<file path="src/rtl/key_evt_pkg.sv">
// Shared constants for the key event FIFO: register map, event word layout, STATUS packing.
package key_evt_pkg;

  localparam int unsigned TS_W          = 29;
  localparam int unsigned EVT_KEY_LSB   = 30;
  localparam int unsigned EVT_KEY_W     = 2;
  localparam int unsigned EVT_PRESS_BIT = 29;
  localparam int unsigned EVT_TS_LSB    = 0;

  typedef enum logic [1:0] {
    ADDR_STATUS = 2'd0,
    ADDR_DATA   = 2'd1,
    ADDR_CLEAR  = 2'd2,
    ADDR_IRQ_EN = 2'd3
  } reg_addr_e;

  typedef struct packed {
    logic [EVT_KEY_W-1:0] key;
    logic                 press;
    logic [TS_W-1:0]      ts;
  } key_evt_t;

  function automatic logic [31:0] pack_status(input logic [7:0] cnt, input logic empty,
                                              input logic full, input logic ovf,
                                              input logic [7:0] drop);
    return {8'h00, drop, 5'b0_0000, ovf, full, empty, cnt};
  endfunction

endpackage

</file>
<file path="src/rtl/key_debounce.sv">
// One pushbutton: 2-FF synchronizer plus stability counter; level is 1 while pressed.
module key_debounce #(
  parameter int unsigned DEBOUNCE_CYCLES = 500000
) (
  input  logic clk,
  input  logic reset_n,
  input  logic key_n,
  output logic level,
  output logic change
);

  localparam int unsigned CNT_W = (DEBOUNCE_CYCLES > 1) ? $clog2(DEBOUNCE_CYCLES) : 1;
  localparam logic [CNT_W-1:0] CNT_MAX = CNT_W'(DEBOUNCE_CYCLES - 1);

  logic [1:0]       sync_q, sync_d;
  logic             level_q, level_d;
  logic             change_q, change_d;
  logic [CNT_W-1:0] cnt_q, cnt_d;

  always_comb begin
    sync_d   = {sync_q[0], key_n};
    level_d  = level_q;
    change_d = 1'b0;
    cnt_d    = '0;
    // Count only while the synchronized level disagrees with the accepted one.
    if (~sync_q[1] != level_q) begin
      if (cnt_q == CNT_MAX) begin
        level_d  = ~level_q;
        change_d = 1'b1;
      end else begin
        cnt_d = cnt_q + 1'b1;
      end
    end
  end

  always_ff @(posedge clk or negedge reset_n) begin
    if (!reset_n) begin
      sync_q   <= '1;
      level_q  <= 1'b0;
      change_q <= 1'b0;
      cnt_q    <= '0;
    end else begin
      sync_q   <= sync_d;
      level_q  <= level_d;
      change_q <= change_d;
      cnt_q    <= cnt_d;
    end
  end

  assign level  = level_q;
  assign change = change_q;

endmodule

</file>
<file path="src/rtl/key_event_fifo_avs.sv">
// Debounced, timestamped pushbutton event FIFO drained over a read-latency-1 Avalon-MM slave.
// Optional interrupt output and IRQ_EN register enabled by defining KEY_EVT_IRQ_EN.
module key_event_fifo_avs
  import key_evt_pkg::*;
#(
  parameter int unsigned NUM_KEYS        = 3,
  parameter int unsigned DEBOUNCE_CYCLES = 500000,
  parameter int unsigned TICK_DIV        = 50000,
  parameter int unsigned FIFO_DEPTH      = 8
) (
  input  logic                clk,
  input  logic                reset_n,
  input  logic [NUM_KEYS-1:0] key_n,
  input  logic [1:0]          avs_address,
  input  logic                avs_read,
  input  logic                avs_write,
  input  logic [31:0]         avs_writedata,
  output logic [31:0]         avs_readdata,
  output logic                irq
);

  localparam int unsigned PTR_W = $clog2(FIFO_DEPTH);
  localparam int unsigned CNT_W = $clog2(FIFO_DEPTH + 1);
  localparam int unsigned DIV_W = (TICK_DIV > 1) ? $clog2(TICK_DIV) : 1;
  localparam logic [CNT_W-1:0] FULL_CNT = CNT_W'(FIFO_DEPTH);
  localparam logic [DIV_W-1:0] DIV_MAX  = DIV_W'(TICK_DIV - 1);

  logic [NUM_KEYS-1:0] level, change;

  for (genvar g = 0; g < NUM_KEYS; g++) begin : g_key
    key_debounce #(.DEBOUNCE_CYCLES(DEBOUNCE_CYCLES)) u_debounce (
      .clk    (clk),
      .reset_n(reset_n),
      .key_n  (key_n[g]),
      .level  (level[g]),
      .change (change[g])
    );
  end

  logic [DIV_W-1:0]    div_q, div_d;
  logic [TS_W-1:0]     ts_q, ts_d;
  logic [NUM_KEYS-1:0] pend_q, pend_d, pend_press_q, pend_press_d;
  logic [PTR_W-1:0]    wr_ptr_q, wr_ptr_d, rd_ptr_q, rd_ptr_d;
  logic [CNT_W-1:0]    count_q, count_d;
  logic                ovf_q, ovf_d;
  logic [7:0]          drop_q, drop_d;
  logic [31:0]         readdata_q, readdata_d;
  logic                irq_q, irq_d;
  logic [31:0]         mem_q [FIFO_DEPTH];

  reg_addr_e addr;
  key_evt_t  evt;
  logic      push, push_press, pop, wr_en, empty, full, clear;
  logic [EVT_KEY_W-1:0] push_key;

`ifdef KEY_EVT_IRQ_EN
  logic irq_en_q, irq_en_d;
  logic unused_wdata;
  assign unused_wdata = ^avs_writedata[31:1];
`else
  logic unused_wdata;
  assign unused_wdata = ^avs_writedata[31:1];
`endif

  always_comb begin
    addr  = reg_addr_e'(avs_address);
    empty = (count_q == '0);
    full  = (count_q == FULL_CNT);
    div_d = (div_q == DIV_MAX) ? '0 : div_q + 1'b1;
    ts_d  = (div_q == DIV_MAX) ? ts_q + 1'b1 : ts_q;

    // Lowest pending index wins; a fresh change re-arms a key even if it is served now.
    push       = 1'b0;
    push_key   = '0;
    push_press = 1'b0;
    pend_d     = pend_q;
    for (int unsigned i = 0; i < NUM_KEYS; i++) begin
      if (pend_q[i] && !push) begin
        push       = 1'b1;
        push_key   = EVT_KEY_W'(i);
        push_press = pend_press_q[i];
        pend_d[i]  = 1'b0;
      end
    end
    pend_d       = pend_d | change;
    pend_press_d = (pend_press_q & ~change) | (level & change);

    evt.key   = push_key;
    evt.press = push_press;
    evt.ts    = ts_q;

    pop   = avs_read && (addr == ADDR_DATA) && !empty;
    wr_en = push && (!full || pop);
    clear = avs_write && (addr == ADDR_CLEAR) && avs_writedata[0];

    wr_ptr_d = wr_en ? wr_ptr_q + 1'b1 : wr_ptr_q;
    rd_ptr_d = pop   ? rd_ptr_q + 1'b1 : rd_ptr_q;
    count_d  = count_q;
    if (wr_en && !pop) count_d = count_q + 1'b1;
    if (!wr_en && pop) count_d = count_q - 1'b1;

    ovf_d  = ovf_q;
    drop_d = drop_q;
    if (clear) begin
      ovf_d  = 1'b0;
      drop_d = '0;
    end else if (push && full && !pop) begin
      ovf_d  = 1'b1;
      drop_d = (drop_q == 8'hFF) ? drop_q : drop_q + 8'd1;
    end

    readdata_d = '0;
    if (avs_read) begin
      case (addr)
        ADDR_STATUS: readdata_d = pack_status(8'(count_q), empty, full, ovf_q, drop_q);
        ADDR_DATA:   if (!empty) readdata_d = mem_q[rd_ptr_q];
`ifdef KEY_EVT_IRQ_EN
        ADDR_IRQ_EN: readdata_d = {31'b0, irq_en_q};
`endif
        default:     readdata_d = '0;
      endcase
    end

`ifdef KEY_EVT_IRQ_EN
    irq_en_d = (avs_write && (addr == ADDR_IRQ_EN)) ? avs_writedata[0] : irq_en_q;
    irq_d    = irq_en_d && (count_d != '0);
`else
    irq_d    = 1'b0;
`endif
  end

  always_ff @(posedge clk or negedge reset_n) begin
    if (!reset_n) begin
      div_q        <= '0;
      ts_q         <= '0;
      pend_q       <= '0;
      pend_press_q <= '0;
      wr_ptr_q     <= '0;
      rd_ptr_q     <= '0;
      count_q      <= '0;
      ovf_q        <= 1'b0;
      drop_q       <= '0;
      readdata_q   <= '0;
      irq_q        <= 1'b0;
`ifdef KEY_EVT_IRQ_EN
      irq_en_q     <= 1'b0;
`endif
    end else begin
      div_q        <= div_d;
      ts_q         <= ts_d;
      pend_q       <= pend_d;
      pend_press_q <= pend_press_d;
      wr_ptr_q     <= wr_ptr_d;
      rd_ptr_q     <= rd_ptr_d;
      count_q      <= count_d;
      ovf_q        <= ovf_d;
      drop_q       <= drop_d;
      readdata_q   <= readdata_d;
      irq_q        <= irq_d;
`ifdef KEY_EVT_IRQ_EN
      irq_en_q     <= irq_en_d;
`endif
    end
  end

  always_ff @(posedge clk) begin
    if (wr_en) mem_q[wr_ptr_q] <= evt;
  end

  assign avs_readdata = readdata_q;
  assign irq          = irq_q;

endmodule

</file>
<file path="config.mk">
export PLATFORM = sky130hd
export DESIGN_NAME = key_event_fifo_avs
export DESIGN_NICKNAME = d
export VERILOG_FILES = /design/src/rtl/key_evt_pkg.sv /design/src/rtl/key_debounce.sv /design/src/rtl/key_event_fifo_avs.sv
export SDC_FILE = /design/constraint.sdc
export NUM_CORES = 1
export LEC_CHECK = 0
export CAP_MARGIN = 40
export CORE_MARGIN = 2
export CORE_UTILIZATION = 45
export DETAILED_ROUTE_END_ITERATION = 8
export PLACE_DENSITY = 0.66
export SLEW_MARGIN = 20
export SYNTH_ARGS = -nofsm -noshare
export SYNTH_HDL_FRONTEND = slang
export SYNTH_HIERARCHICAL = 1
export SYNTH_SLANG_ARGS = --single-unit
</file>
<file path="constraint.sdc">
create_clock -name clk -period 6.4 [get_ports clk]
set_input_delay 1.28 -clock clk [delete_from_list [all_inputs] [get_ports clk]]
set_output_delay 1.28 -clock clk [all_outputs]
set_load 0.03 [all_outputs]
</file>
# --- After elaboration in Yosys (flattened, before gate mapping) ---
# Memories as Yosys holds them, arrays and structs flattened.
# Index checks and enable logic that the tools add are counted.
totals:
  reg_bits: 171
  latchBits: 0
  ramBits: 256
  romBits: 0
  inputBits: 41
  memories: 1
classes:
  add_sub_neg: 10
  n_mul: 0
  div_mod_pow: 0
  order_cmp: 0
  eq_ne: 12
  n_shift: 0
  mux: 35
  bitwise: 11
  reduce_logical: 26
memory_table:
  columns: ["name", "words", "width", "read_ports", "rd_ports_with_merged_regs", "wr", "line_no", "rtl"]
  rows:
  - ["mem_q", 8, 32, 1, 0, 1, "key_event_fifo_avs.sv:49", "logic [31:0] mem_q [FIFO_DEPTH];"]
ops:
  columns: ["operator", "count"]
  rows:
  - ["2-to-1 mux 19 bit", 6]
  - ["2-to-1 mux 32 bit", 2]
  - ["one-hot mux 32 bit (2 select lines)", 1]
  - ["adder 19 x 1 -> 19 bit, second input constant", 3]
  - ["equality test 19 bit, second input constant", 3]
  - ["adder 29 x 1 -> 29 bit, second input constant", 1]
  - ["2-to-1 mux 8 bit", 3]
  - ["2-to-1 mux 1 bit", 19]
  - ["adder 16 x 1 -> 16 bit, second input constant", 1]
  - ["equality test 16 bit, second input constant", 1]
  - ["2-to-1 mux 16 bit", 1]
  - ["logical AND 1 bit", 11]
  - ["adder 8 x 1 -> 8 bit, second input constant", 1]
  - ["equality test 8 bit, second input constant", 1]
  - ["2-to-1 mux 4 bit", 2]
  - ["AND reduction 2 bit", 4]
  - ["adder 3 x 1 -> 3 bit, second input constant", 2]
  - ["AND 3 bit", 2]
  - ["zero test 1 bit", 6]
  - ["inverter 1 bit", 6]
  - ["bitwise OR 3 bit", 2]
  - ["adder 4 x 1 -> 4 bit, second input constant", 1]
  - ["equality test 4 bit, second input constant", 1]
  - ["zero test 4 bit", 1]
  - ["other kinds (10)", 13]

# --- Depth between registers and ports, before layout ---
logic_depth:
  ltp_word: 11
  ltp_mapped: 13

# --- Hierarchy ---
# Netlist, hierarchy kept.
modules_own_cells:
  columns: ["module", "n_inst", "cells_each", "area_per_inst_um2", "seq_area_each_um2"]
  rows:
  - ["key_event_fifo_avs", 1, 768, 13900.8, 10239.8]
  - ["key_debounce", 3, 108, 1109.8, 578.1]

# --- Worst setup path after synthesis ---
# No wires, ideal clock.
synth_timing:
  path_kind: "input -> register"
  startpoint: "input avs_address[1]"
  endpoint: "memory mem_q[1][0], enable pin"
  t_arrival_ps: 5291
  required_ps: 5887
  path_slack_ps: 596
  cell_stages: 5
  path_buffers: 0
  cell_sequence: "nand3b_1 > nand3_1 > and2_1 > inv_1 > nor4b_1"
synth_between:
  elab_chain_len: 7
synth_rtl:
  columns: ["item", "line_no", "rtl"]
  rows:
  - ["from (decl)", "key_event_fifo_avs.sv:14", "input logic [1:0] avs_address,"]
  - ["equality test 2 x 1 -> 1 bit", "key_event_fifo_avs.sv:92", "pop = avs_read && (addr == ADDR_DATA) && !empty;"]
  - ["logical AND 1 bit (2 in series)", "key_event_fifo_avs.sv:92", null]
  - ["logical OR 1 bit", "key_event_fifo_avs.sv:93", "wr_en = push && (!full || pop);"]
  - ["logical AND 1 bit", "key_event_fifo_avs.sv:93", null]
  - ["2-to-1 mux 1 bit", "key_event_fifo_avs.sv:167", "if (wr_en) mem_q[wr_ptr_q] <= evt;"]
  - ["2-to-1 mux 1 bit (not written as such)", "key_event_fifo_avs.sv:167", null]
  - ["to (decl)", "key_event_fifo_avs.sv:49", null]
# Every way passes these cells.

# --- Worst setup path after layout ---
layout_timing:
  startpoint: "input avs_address[1]"
  endpoint: "memory mem_q[3][19], enable pin"
# The elaborated chain is that of the path after synthesis.

==> out/results.ini <==
[floorplanning]
core_area_sq_um = 37700
start_util = 0.457
dieHeight_microns = 200
std_cell_rows = 71
die_area_sq_um = 39900
io_pins = 74
die_x_microns = 200

[timing]
tns_ns = 0
min_period_ns = 3.56
worst_pin_slew_ns = 0.800
fin_crit_sh = 0.556
hold_viol = 0
rsz0062_at_grt = no
relSlewSlack = 0.461
drv_slew = 0
fin_hold_ws_ns = 0.356
max_freq_ghz = 0.281
skew_ns = 0.0145
setup_viol = 0

[cts]
clock_latency_ns = 0.54
cts_hold_buf = 0
clock-sinks = 427
cts_max_level = 2
cts_made_buffers = 45
cts.path.max_buffers = 3
cts_tree = yes
cts_root_buffer = clkbuf_16
cts.clk_slew.worst_paths_ns = 0.06
post_cts_resized = 0
post_cts_buffers = 0

[global_route]
grt_max_degree = 53
grt_overflow = 0
grt_pass1_vias = 9375
grt_usage = 0.167
grt_antenna_before_repair = 0
grt_pass1_wl_mm = 51.7

[power]
powerDensity_nw_per_um2 = 280
vdd_drop_max_mv = 0.211
leakagePower_uw = 0.00770

[route]
wire_per_inst_microns = 18.7
initialDrtViolationCount = 577
routed_wl_mm = 31.9
wl_met2_mm = 15.5
ant_nets = 0
drc = 0
vias_per_cell = 5.33
m1WireLength_mm = 14.8
dr.pass1.iters = 5
highest_layer = met4
route.met3.wl_mm = 1.16
vias = 9103

[synthesis]
synth_top_area_share = 0.446
syn_inst = 1092
yosysSeqAreaShare = 0.695
yosysWarningCount = 6
ys_ff_latch = 427
yosys.area.top_type = edfxtp_1
synth_cell_type_count = 48
avgSynthCellArea_sq_um = 15.8
synth_area_leaders = edfxtp_1, dfrtp_1, mux4_2, xnor2_1, nor2_1
syn_nets = 1144
syn_area_sq_um = 17200

[place]
place_congestion = 0.786
hpwl_mm = 18.4
io_buffers = 41

[worst_setup_path]
critPathKind = input port to flip-flop
cp-start-kind = input port
worstPathArrival_ns = 3.73
crit_fanout = 26
required_ns = 6.58
reg2reg_from = count_q[0]$_DFFE_PN0P_
r2r_setup_slack_ns = 3.45
rr_worst_depth = 12
end_kind = flip-flop
r2r_end = count_q[2]$_DFFE_PN0P_

[hold_path]
hold_start = g_key[1].u_debounce/sync_q[0]$_DFF_PN1_
min_path_cells = 0
min_path_type = flip-flop to flip-flop
holdPathEnd = g_key[1].u_debounce/sync_q[1]$_DFF_PN1_

[finish]
syn2layout_area_growth_pct = 15.3
multi_input_area_sq_um = 5030
ff_latch_area_sq_um = 12000
layout.nets = 1213
most-common-layout-cells = edfxtp_1, dfrtp_1, nor2_1
antenna_cells = 0
layout_commonest_cell = edfxtp_1
final.fill_count = 3089
drive_gt1_frac = 0.167

[flow_run]
drv_cap = 0

[run_status]
outcome = completed

-- cells by family (layout without fill, tap and decap cells) --
| kind of cell | count (synthesis) | count (layout) | synth area share |
|---|---|---|---|
| buffers and inverters | 61 | 167 | 0.0155 |
| AOI/OAI and AO/OA | 41 | 41 | 0.0143 |
| other | 1 | 1 | 0.000218 |
| and+or+nand+nor | 341 | 341 | 0.106 |
| adders and majority gates | 11 | 11 | 0.00799 |
| xor gates and xnor gates | 106 | 106 | 0.0539 |
| muxes | 104 | 104 | 0.107 |
| DFF | 427 | 427 | 0.695 |
-- critical path: stages --
cell	delay, ns
clkdlybuf4s50_1	0.44
nand3b_1	0.26
nand3_1	0.13
and2_1	0.21
nand2_1	0.20
nor3b_2	0.66
buf_4	0.53
-- state kept, by name, indices dropped and copies added (netlist names), 4 cells and up, named ones only --
| signal | cells |
|---|---|
| avs_readdata | 32 |
| count_q | 4 |
| div_q | 16 |
| drop_q | 8 |
| g_key.u_debounce/cnt_q | 57 |
| g_key.u_debounce/sync_q | 6 |
| mem_q | 256 |
| ts_q | 29 |
-- layout make-up --
cell class | instances | area share
Multi-Input combinational cell | 604 | 0.253
Clock buffer | 57 | 0.0616
Tap cell | 511 | 0.0322
Clock inverter | 27 | 0.0137
Sequential cell | 427 | 0.603
Timing Repair Buffer | 63 | 0.0322
Inverter | 20 | 0.00378
-- how the worst max path moves through the flow --
stage | startpoint | to | slack [ns] | cells past startpoint
detailed placement | avs_address[1] | mem_q[3][27]$_DFFE_PP_ | 2.24 | 7
floorplan | avs_address[1] | mem_q[1][0]$_DFFE_PP_ | 0.60 | 5
global route | avs_address[1] | count_q[2]$_DFFE_PN0P_ | 2.65 | 12
global placement | avs_address[1] | mem_q[2][18]$_DFFE_PP_ | 2.23 | 7
finish | avs_address[1] | mem_q[3][19]$_DFFE_PP_ | 2.84 | 7
CTS | avs_address[1] | mem_q[3][19]$_DFFE_PP_ | 2.79 | 7
-- synth_stat cells, drive strengths merged --
master and instances:
a21o 2, a21oi 7, a22oi 1, and2 4
and3 4, and4 6, and4b 2, buf 26
clkbuf 15, conb 1, dfrtp 165, dfstp 6
edfxtp 256, ha 11, inv 20, mux2 5
mux2i 35, mux4 64, nand2 57, nand2b 3
nand3 35, nand3b 1, nand4 40, nor2 116
nor2b 2, nor3 28, nor3b 5, nor4 17
nor4b 10, nor4bb 3, o21ai 21, o21bai 3
o221ai 1, o22ai 3, o31ai 3, or3 4
or3b 1, or4 3, xnor2 75, xor2 31
-- metal layers --
| metal | GRT usage | vias up |
|---|---|---|
| li1 | - | 4228 |
| met1 | 0.233 | 4692 |
| met2 | 0.279 | 145 |
| met3 | 0.0267 | 38 |
| met4 | 0.0359 | 0 |
| met5 | 0 | - |
-- power breakdown --
part           switching [uW]  leakage, uW  internal, uW
registers                8.15      0.00532          2910
logic                    37.5      0.00165          16.5
clock network            1040     0.000732          1560
-- stage by stage --
step | setup WS [ns] | instance area [sq um] | total power, uW | utilization | cells
after floorplan | 0.596 | 17200 | 2990 | - | 1092
after global placement | 2.23 | 18300 | 3020 | 0.485 | 1620
after detailed placement | 2.24 | 18300 | 3020 | 0.487 | 1623
after CTS | 2.79 | 19800 | 5630 | 0.526 | 1707
after global routing | 2.65 | 19900 | 5760 | 0.527 | 1709
final | 2.84 | 19900 | 5570 | 0.527 | 1709
(Power assumes the default switching activity.)
